`config.mk`:
```
export PLATFORM = sky130hd
export DESIGN_NAME = draw_sequencer_flat
export DESIGN_NICKNAME = d
export VERILOG_FILES = /design/src/rtl/draw_sequencer_if.sv /design/src/rtl/draw_sequencer.sv /design/src/flat_wrapper.sv
export SDC_FILE = /design/constraint.sdc
export NUM_CORES = 1
export LEC_CHECK = 0
export ABC_AREA = 1
export CORE_MARGIN = 1
export CORE_UTILIZATION = 45
export CTS_BUF_LIST = sky130_fd_sc_hd__clkbuf_4 sky130_fd_sc_hd__clkbuf_8 sky130_fd_sc_hd__clkbuf_16
export DETAILED_ROUTE_END_ITERATION = 7
export GPL_ROUTABILITY_DRIVEN = 0
export MAX_ROUTING_LAYER = met4
export PLACE_DENSITY = 0.84
export SYNTH_ARGS = -nofsm -noshare
export SYNTH_HDL_FRONTEND = slang
export SYNTH_SLANG_ARGS = --single-unit
```
`constraint.sdc`:
```
create_clock -name clk -period 2.6 [get_ports clk]
set_clock_uncertainty 0.2 [all_clocks]
set_input_delay 0.65 -clock clk [delete_from_list [all_inputs] [get_ports clk]]
set_output_delay 0.65 -clock clk [all_outputs]
set_load 0.01 [all_outputs]
```
`src/rtl/draw_sequencer_if.sv`:
```
// Frame-controller bus: host request/status, both engine handshakes and the VGA plot port.
// master = the sequencer, slave = the host/engine/adapter side.
interface draw_sequencer_if;
    logic       start;
    logic       skip_clear;
    logic [2:0] bg_colour;
    logic       done;
    logic       error;

    logic       fill_start;
    logic [2:0] fill_colour;
    logic       fill_done;
    logic [7:0] fill_x;
    logic [6:0] fill_y;
    logic [2:0] fill_vcol;
    logic       fill_plot;

    logic       shape_start;
    logic       shape_done;
    logic [7:0] shape_x;
    logic [6:0] shape_y;
    logic [2:0] shape_vcol;
    logic       shape_plot;

    logic [7:0] vga_x;
    logic [6:0] vga_y;
    logic [2:0] vga_colour;
    logic       vga_plot;

    modport master (
        input  start, skip_clear, bg_colour,
        input  fill_done, fill_x, fill_y, fill_vcol, fill_plot,
        input  shape_done, shape_x, shape_y, shape_vcol, shape_plot,
        output done, error, fill_start, fill_colour, shape_start,
        output vga_x, vga_y, vga_colour, vga_plot
    );

    modport slave (
        output start, skip_clear, bg_colour,
        output fill_done, fill_x, fill_y, fill_vcol, fill_plot,
        output shape_done, shape_x, shape_y, shape_vcol, shape_plot,
        input  done, error, fill_start, fill_colour, shape_start,
        input  vga_x, vga_y, vga_colour, vga_plot
    );
endinterface

```
`src/rtl/draw_sequencer.sv`:
```
// Frame controller: clear the screen with fillscreen, then run one shape engine,
// owning the VGA plot port and guarding each phase with a watchdog.
module draw_sequencer #(
    parameter int             CNT_W   = 16,
    parameter logic [CNT_W-1:0] TIMEOUT = 16'd40000
) (
    input  logic              clk,
    input  logic              rst_n,
    draw_sequencer_if.master  bus
);
    typedef enum logic [2:0] {IDLE, CLEAR, GAP, DRAW, FIN, ERR} state_t;

    localparam logic [CNT_W-1:0] LAST = TIMEOUT - {{(CNT_W-1){1'b0}}, 1'b1};

    state_t           state, state_next;
    logic [CNT_W-1:0] wdog, wdog_next, wdog_inc;
    logic [2:0]       colour, colour_next;
    logic             expired;

    always_ff @(posedge clk) begin
        if (!rst_n) begin
            state  <= IDLE;
            wdog   <= '0;
            colour <= '0;
        end else begin
            state  <= state_next;
            wdog   <= wdog_next;
            colour <= colour_next;
        end
    end

    // Saturating so a stuck phase can never wrap back below LAST.
    assign wdog_inc = (wdog == {CNT_W{1'b1}}) ? wdog : wdog + 1'b1;
    assign expired  = (wdog == LAST);

    // Priority in every active phase: abort, then the engine's done, then the watchdog.
    always_comb begin
        state_next  = state;
        wdog_next   = wdog;
        colour_next = colour;
        case (state)
            IDLE: begin
                if (bus.start) begin
                    colour_next = bus.bg_colour;
                    wdog_next   = '0;
                    state_next  = bus.skip_clear ? DRAW : CLEAR;
                end
            end
            CLEAR: begin
                wdog_next = wdog_inc;
                if (!bus.start)         begin state_next = IDLE; wdog_next = '0; end
                else if (bus.fill_done) state_next = GAP;
                else if (expired)       state_next = ERR;
            end
            GAP: begin
                wdog_next = wdog_inc;
                if (!bus.start)          begin state_next = IDLE; wdog_next = '0; end
                else if (!bus.fill_done) begin state_next = DRAW; wdog_next = '0; end
                else if (expired)        state_next = ERR;
            end
            DRAW: begin
                wdog_next = wdog_inc;
                if (!bus.start)          begin state_next = IDLE; wdog_next = '0; end
                else if (bus.shape_done) state_next = FIN;
                else if (expired)        state_next = ERR;
            end
            FIN, ERR: begin
                if (!bus.start) begin
                    state_next = IDLE;
                    wdog_next  = '0;
                end
            end
            default: state_next = IDLE;
        endcase
    end

    assign bus.fill_start  = (state == CLEAR);
    assign bus.shape_start = (state == DRAW);
    assign bus.done        = (state == FIN);
    assign bus.error       = (state == ERR);
    assign bus.fill_colour = colour;

    // Only the engine owning the current phase reaches the adapter.
    always_comb begin
        bus.vga_x      = '0;
        bus.vga_y      = '0;
        bus.vga_colour = '0;
        bus.vga_plot   = 1'b0;
        if (state == CLEAR) begin
            bus.vga_x      = bus.fill_x;
            bus.vga_y      = bus.fill_y;
            bus.vga_colour = bus.fill_vcol;
            bus.vga_plot   = bus.fill_plot;
        end else if (state == DRAW) begin
            bus.vga_x      = bus.shape_x;
            bus.vga_y      = bus.shape_y;
            bus.vga_colour = bus.shape_vcol;
            bus.vga_plot   = bus.shape_plot;
        end
    end
endmodule
```
`src/flat_wrapper.sv`:
```
// flat-port wrapper written by rule: the top's interface ports become plain ports
module draw_sequencer_flat 
#(
    parameter int             CNT_W   = 16,
    parameter logic [CNT_W-1:0] TIMEOUT = 16'd40000
)
  (clk, rst_n, bus_start, bus_skip_clear, bus_bg_colour, bus_fill_done, bus_fill_x, bus_fill_y, bus_fill_vcol, bus_fill_plot, bus_shape_done, bus_shape_x, bus_shape_y, bus_shape_vcol, bus_shape_plot, bus_done, bus_error, bus_fill_start, bus_fill_colour, bus_shape_start, bus_vga_x, bus_vga_y, bus_vga_colour, bus_vga_plot);
  draw_sequencer_if bus_i ();
  input  logic clk;
  input  logic rst_n;
  input wire logic [$bits(bus_i.start)-1:0] bus_start;
  input wire logic [$bits(bus_i.skip_clear)-1:0] bus_skip_clear;
  input wire logic [$bits(bus_i.bg_colour)-1:0] bus_bg_colour;
  input wire logic [$bits(bus_i.fill_done)-1:0] bus_fill_done;
  input wire logic [$bits(bus_i.fill_x)-1:0] bus_fill_x;
  input wire logic [$bits(bus_i.fill_y)-1:0] bus_fill_y;
  input wire logic [$bits(bus_i.fill_vcol)-1:0] bus_fill_vcol;
  input wire logic [$bits(bus_i.fill_plot)-1:0] bus_fill_plot;
  input wire logic [$bits(bus_i.shape_done)-1:0] bus_shape_done;
  input wire logic [$bits(bus_i.shape_x)-1:0] bus_shape_x;
  input wire logic [$bits(bus_i.shape_y)-1:0] bus_shape_y;
  input wire logic [$bits(bus_i.shape_vcol)-1:0] bus_shape_vcol;
  input wire logic [$bits(bus_i.shape_plot)-1:0] bus_shape_plot;
  output wire logic [$bits(bus_i.done)-1:0] bus_done;
  output wire logic [$bits(bus_i.error)-1:0] bus_error;
  output wire logic [$bits(bus_i.fill_start)-1:0] bus_fill_start;
  output wire logic [$bits(bus_i.fill_colour)-1:0] bus_fill_colour;
  output wire logic [$bits(bus_i.shape_start)-1:0] bus_shape_start;
  output wire logic [$bits(bus_i.vga_x)-1:0] bus_vga_x;
  output wire logic [$bits(bus_i.vga_y)-1:0] bus_vga_y;
  output wire logic [$bits(bus_i.vga_colour)-1:0] bus_vga_colour;
  output wire logic [$bits(bus_i.vga_plot)-1:0] bus_vga_plot;
  assign bus_i.start = bus_start;
  assign bus_i.skip_clear = bus_skip_clear;
  assign bus_i.bg_colour = bus_bg_colour;
  assign bus_i.fill_done = bus_fill_done;
  assign bus_i.fill_x = bus_fill_x;
  assign bus_i.fill_y = bus_fill_y;
  assign bus_i.fill_vcol = bus_fill_vcol;
  assign bus_i.fill_plot = bus_fill_plot;
  assign bus_i.shape_done = bus_shape_done;
  assign bus_i.shape_x = bus_shape_x;
  assign bus_i.shape_y = bus_shape_y;
  assign bus_i.shape_vcol = bus_shape_vcol;
  assign bus_i.shape_plot = bus_shape_plot;
  assign bus_done = bus_i.done;
  assign bus_error = bus_i.error;
  assign bus_fill_start = bus_i.fill_start;
  assign bus_fill_colour = bus_i.fill_colour;
  assign bus_shape_start = bus_i.shape_start;
  assign bus_vga_x = bus_i.vga_x;
  assign bus_vga_y = bus_i.vga_y;
  assign bus_vga_colour = bus_i.vga_colour;
  assign bus_vga_plot = bus_i.vga_plot;
  draw_sequencer #(.CNT_W(CNT_W), .TIMEOUT(TIMEOUT)) u_core (.clk(clk), .rst_n(rst_n), .bus(bus_i));
endmodule
```
[Word level (Yosys, flattened, before mapping)]
Cells that the tools add are included.
Operators by class
  add/sub/neg operators: 1
  equal/unequal tests: 9
  mux-type cells: 26
  reduce and logical (&&, ||, !) cells: 7
Operators by type and width (count)
  $mux 16: 6
  $pmux 16 s4: 1
  $mux 3: 11
  $eq 16x16->1 const B: 2
  $add 16x1->16 const B: 1
  $mux 8: 2
  $pmux 3 s5: 1
  $mux 7: 2
  $eq 3x2->1 const B: 2
  $eq 3x3->1 const B: 2
  $ne 2x2->1 const B: 2
  $reduce_and 2->1: 2
  $reduce_bool 4->1: 1
  $reduce_or 2->1: 2
  $eq 3x1->1 const B: 1
  $logic_not 3->1: 1
  $reduce_and 3->1: 1
  $mux 1: 2
  $mux 2: 1
Word-level totals
  register bits after elaboration: 22
  bits of input ports: 47
  output and inout port bits: 26
  logic and storage cells: 46

[Longest topological paths before layout]
  word-level depth: 5
  gate-level depth with buffers: 10
  gate-level depth less buffers: 10

[Worst setup path after synthesis]
OpenSTA, ideal clock, no wires.
  path kind: reg2out
  start: register u_core.state[0]
  end: output port bus_vga_colour[2]
  arrival time: 1162 ps
  required time: 1750 ps
  slack: 588 ps
  cell stages (with the launch flop): 7
  buffers on the path: 1
  path through: dfxtp_1 > inv_1 > nor2_1 > nand2_1 > inv_1 > clkbuf_1 > a22o_1
Between the ends
  longest elaborated chain between the ends: 3
  elaborated cells between the ends (all ways): 4
  classes of those cells: eq/ne: 2; mux: 2
Ends and longest elaborated chain
  start: declaration: RTL line draw_sequencer.sv:15  | state_t state, state_next;
  start signal: assignment: RTL line draw_sequencer.sv:26  | state <= state_next;
  $eq 3x2->1: RTL line draw_sequencer.sv:94  | end else if (state == DRAW) begin
  $mux 3: RTL line draw_sequencer.sv:94
  $mux 3 *: RTL line draw_sequencer.sv:89  | if (state == CLEAR) begin
  end: declaration: RTL line flat_wrapper.sv:31  | output wire logic [$bits(bus_i.vga_colour)-1:0] bus_vga_colour;
Mark *: on every way between the ends. The rest lies on a longest branch, timed or not.

[Worst setup path in the final report]
  start: register u_core.state[0]
  end: output port bus_error
Between the ends
  longest elaborated chain between the ends: 1
Ends and longest elaborated chain
  $eq 3x3->1: RTL line draw_sequencer.sv:80  | assign bus.error = (state == ERR);
  end: declaration: RTL line flat_wrapper.sv:25  | output wire logic [$bits(bus_i.error)-1:0] bus_error;
No other way between the ends.

==> flow_summary.toml <==
[synth]
ys_seq_area_frac = 0.270
synth_area_mm2 = 0.00163
ys_types = 28
synthArstFlopShare = 0
synth_edf_count = 0
synth_top_cell_by_area = "dfxtp_1"
yosysTopAreaCellShare = 0.270
synth_nets = 313
synth_top_flop_cell = "dfxtp_1"
synth_seq_cells = 22
synth_area_per_cell_um2 = 6.15
syn_inst = 265
synthTopCellsByArea = "dfxtp_1 (27%), nand2_1 (16%), a22o_1 (10%), nor2_1 (9.2%), inv_1 (7.8%)"
yosysWarnings = 0

[detailed_routing]
firstDrtPassIters = 4
maxUsedRoutingLayer = "met4"
wl_um = 4970
route.met2.wl_um = 2360
drtIter0Drc = 126
drc = 0
routed-wl-met3_um = 310
via_per_inst = 5.05
ant_nets = 0
met1_length_um = 2270
wire_per_inst_um = 12.6
vias = 1996

[run]
drv_cap = 0

[clocking]
clockBufferDepth = 2
cts_buffers = 3
worstSkewPairLatency_ps = 310
cts_root_buf = "clkbuf_4"
clkTransAtPathRegs_ps = 120
cts_max_level = 1
cts_sinks = 22
cts_tree = "built"

[sta]
tightest_slew_ps = 359
slew_headroom = 0.760
period_share = 0.963
max_freq_ghz = 0.399
rsz0062_at_grt = "false"
tns_ps = 0
hold_viol = 0
layout_setup_ws_ps = 95.2
setup_viol_count_final = 0
period_needed_ps = 2500
final_max_slew_viol_count = 0

[die]
rows = 21
start_util = 0.477
die_w_um = 62.2
die-area_mm2 = 0.00387
coreArea_mm2 = 0.00342
die_h_um = 62.2
ios = 73

[worst_setup_path]
setup.worst_path.start = "u_core.state[0]$_SDFFE_PN0P_"
cpMaxStageDelayCell = "clkdlybuf4s50_1"
required_ps = 1750
worstReg2RegEnd = "u_core.wdog[9]$_SDFFE_PN0P_"
end_kind = "output pin"
start_kind = "flip-flop"
cp_slowest_stage_delay_ps = 580
cp_top_family = "buffers and inverters"
r2r_cells = 8
path_buf_inv = 3
r2r_slack_ps = 780
r2r_start = "u_core.wdog[1]$_SDFFE_PN0P_"
worstPathArrival_ps = 1650
path_cells = "inv_1 > buf_4 > nor3_2 > clkdlybuf4s50_1"
path_max_fanout = 4
critical_path.endpoint = "bus_error"
critPathKind = "flip-flop to output pin"
crit_cells = 4

[pwr]
combPwrFrac = 0.306
pwr-share-clk = 0.244
power.internal_mw = 0.566
switchingPower_mw = 0.215
p_sw_frac = 0.275
totalPowerFinal_mw = 0.782
p_leak_nw = 1.22
power-per-cell-area_mw_per_mm2 = 305
ir_worst_vdd_v = 0.000433
seqPwrFrac = 0.450

[placement]
io_buffers = 72
dp_cells = 388
dp_slack_ps = -52.4
hpwl_um = 4020

[global_routing]
overflow = 0
grt_start_max_net_pins = 21
grt_pass1_wl_um = 8340
grtUsageTotal = 0.270
grt_antenna_before_repair = 0
grt_pass1_vias = 1822

[final_layout]
area.growth.synth_to_final_pct = 57.1
antenna-diode-count = 0
fin_cells = 395
final_util = 0.750
nets = 398
fill_cells = 288
drive_gt1_frac = 0.112

[outcome]
status = "completed"

[worst_hold_path]
min_path_type = "flip-flop to flip-flop"
metal layers:
metal,vias up,global-route usage
met2,74,0.445
li1,1038,-
met3,2,0.0349
met5,-,-
met1,882,0.360
met4,0,0.0407
synth_stat cells, types with 2 or more instances:
| cell | number |
|---|---|
| a21oi_1 | 10 |
| nor2_2 | 3 |
| nand3_1 | 18 |
| clkbuf_1 | 2 |
| inv_2 | 3 |
| nand4_1 | 6 |
| a22o_1 | 19 |
| dfxtp_1 | 22 |
| nand3b_1 | 2 |
| nor3_1 | 8 |
| o21ai_0 | 4 |
| o21ai_1 | 5 |
| inv_1 | 34 |
| nor2_1 | 40 |
| nand2_1 | 70 |
| buf_2 | 3 |
| nand2_2 | 5 |
state kept, by name (all words and copies together), names as in the netlist:
register / flops
u_core.wdog: 16
u_core.bus.fill_colour: 3
u_core.state: 3
final cells by class:
type                            count  area, um^2  area share
Clock buffer                        4        36.3      0.0142
Inverter                           37         139      0.0542
Multi-Input combinational cell    201        1040       0.407
Sequential cell                    22         442       0.172
Timing Repair Buffer               85         843       0.329
Tap cell                           46        57.6      0.0225
worst min-delay path, stage by stage (launching register included):
cell	delay, ps
dfxtp_1	340
nand2_1	60
a21oi_1	50
power groups by stage:
stage | sequential, mW | clock, mW | combinational [mW]
final | 0.352 | 0.191 | 0.239
after global routing | 0.353 | 0.206 | 0.260
after CTS | 0.351 | 0.194 | 0.239
after detailed placement | 0.359 | 0 | 0.243
after global placement | 0.358 | 0 | 0.239
after floorplan | 0.360 | 0 | 0.0977
cell usage in the layout, fill, tap and decap left out, drive strengths merged:
| cell | count |
|---|---|
| a21boi | 2 |
| a21oi | 11 |
| a22o | 19 |
| a31oi | 1 |
| buf | 13 |
| clkbuf | 4 |
| clkdlybuf4s15 | 1 |
| clkdlybuf4s50 | 51 |
| dfxtp | 22 |
| dlygate4sd2 | 11 |
| dlymetal6s2s | 9 |
| ha | 1 |
| inv | 37 |
| nand2 | 76 |
| nand3 | 19 |
| nand3b | 2 |
| nand4 | 6 |
| nor2 | 45 |
| nor3 | 8 |
| o211ai | 1 |
| o21ai | 9 |
| o21bai | 1 |
metrics by stage:
| stage | hold WS [ps] | area, um^2 |
|---|---|---|
| floorplan | 262 | 1630 |
| global placement | 278 | 2470 |
| detailed placement | 283 | 2470 |
| CTS | 300 | 2510 |
| global route | 329 | 2560 |
| finish | 294 | 2560 |
how the worst min path moves through the flow:
stage          depth (start not counted)                     endpoint  slack, ps                   startpoint
3_5_place_dp                           2  u_core.wdog[0]$_SDFFE_PN0P_        280  u_core.wdog[0]$_SDFFE_PN0P_
6_report                               2  u_core.wdog[0]$_SDFFE_PN0P_        290  u_core.wdog[0]$_SDFFE_PN0P_
4_1_cts                                2  u_core.wdog[0]$_SDFFE_PN0P_        300  u_core.wdog[0]$_SDFFE_PN0P_
5_1_grt                                2  u_core.wdog[0]$_SDFFE_PN0P_        330  u_core.wdog[0]$_SDFFE_PN0P_
2_1_floorplan                          2  u_core.wdog[0]$_SDFFE_PN0P_        260  u_core.wdog[0]$_SDFFE_PN0P_
3_3_place_gp                           2  u_core.wdog[0]$_SDFFE_PN0P_        280  u_core.wdog[0]$_SDFFE_PN0P_
cell families (layout without fill, tap and decap cells):
logic type	count (synthesis)	after routing	synth area share
fa+ha+maj	1	1	0.00767
compound gates	44	44	0.195
flops	22	22	0.270
buf+inv	42	126	0.0990
simple gates	156	156	0.428
what timing repair did:
item                                    CTS  global route
endpoints found under the setup margin   22            21
cloned                                    1             0
buffers inserted                          0             2
hold buffers                              0             0
pin swaps                                 0             1
gates resized for setup                  18            13
Note: power is estimated with default switching activity, not from simulation.
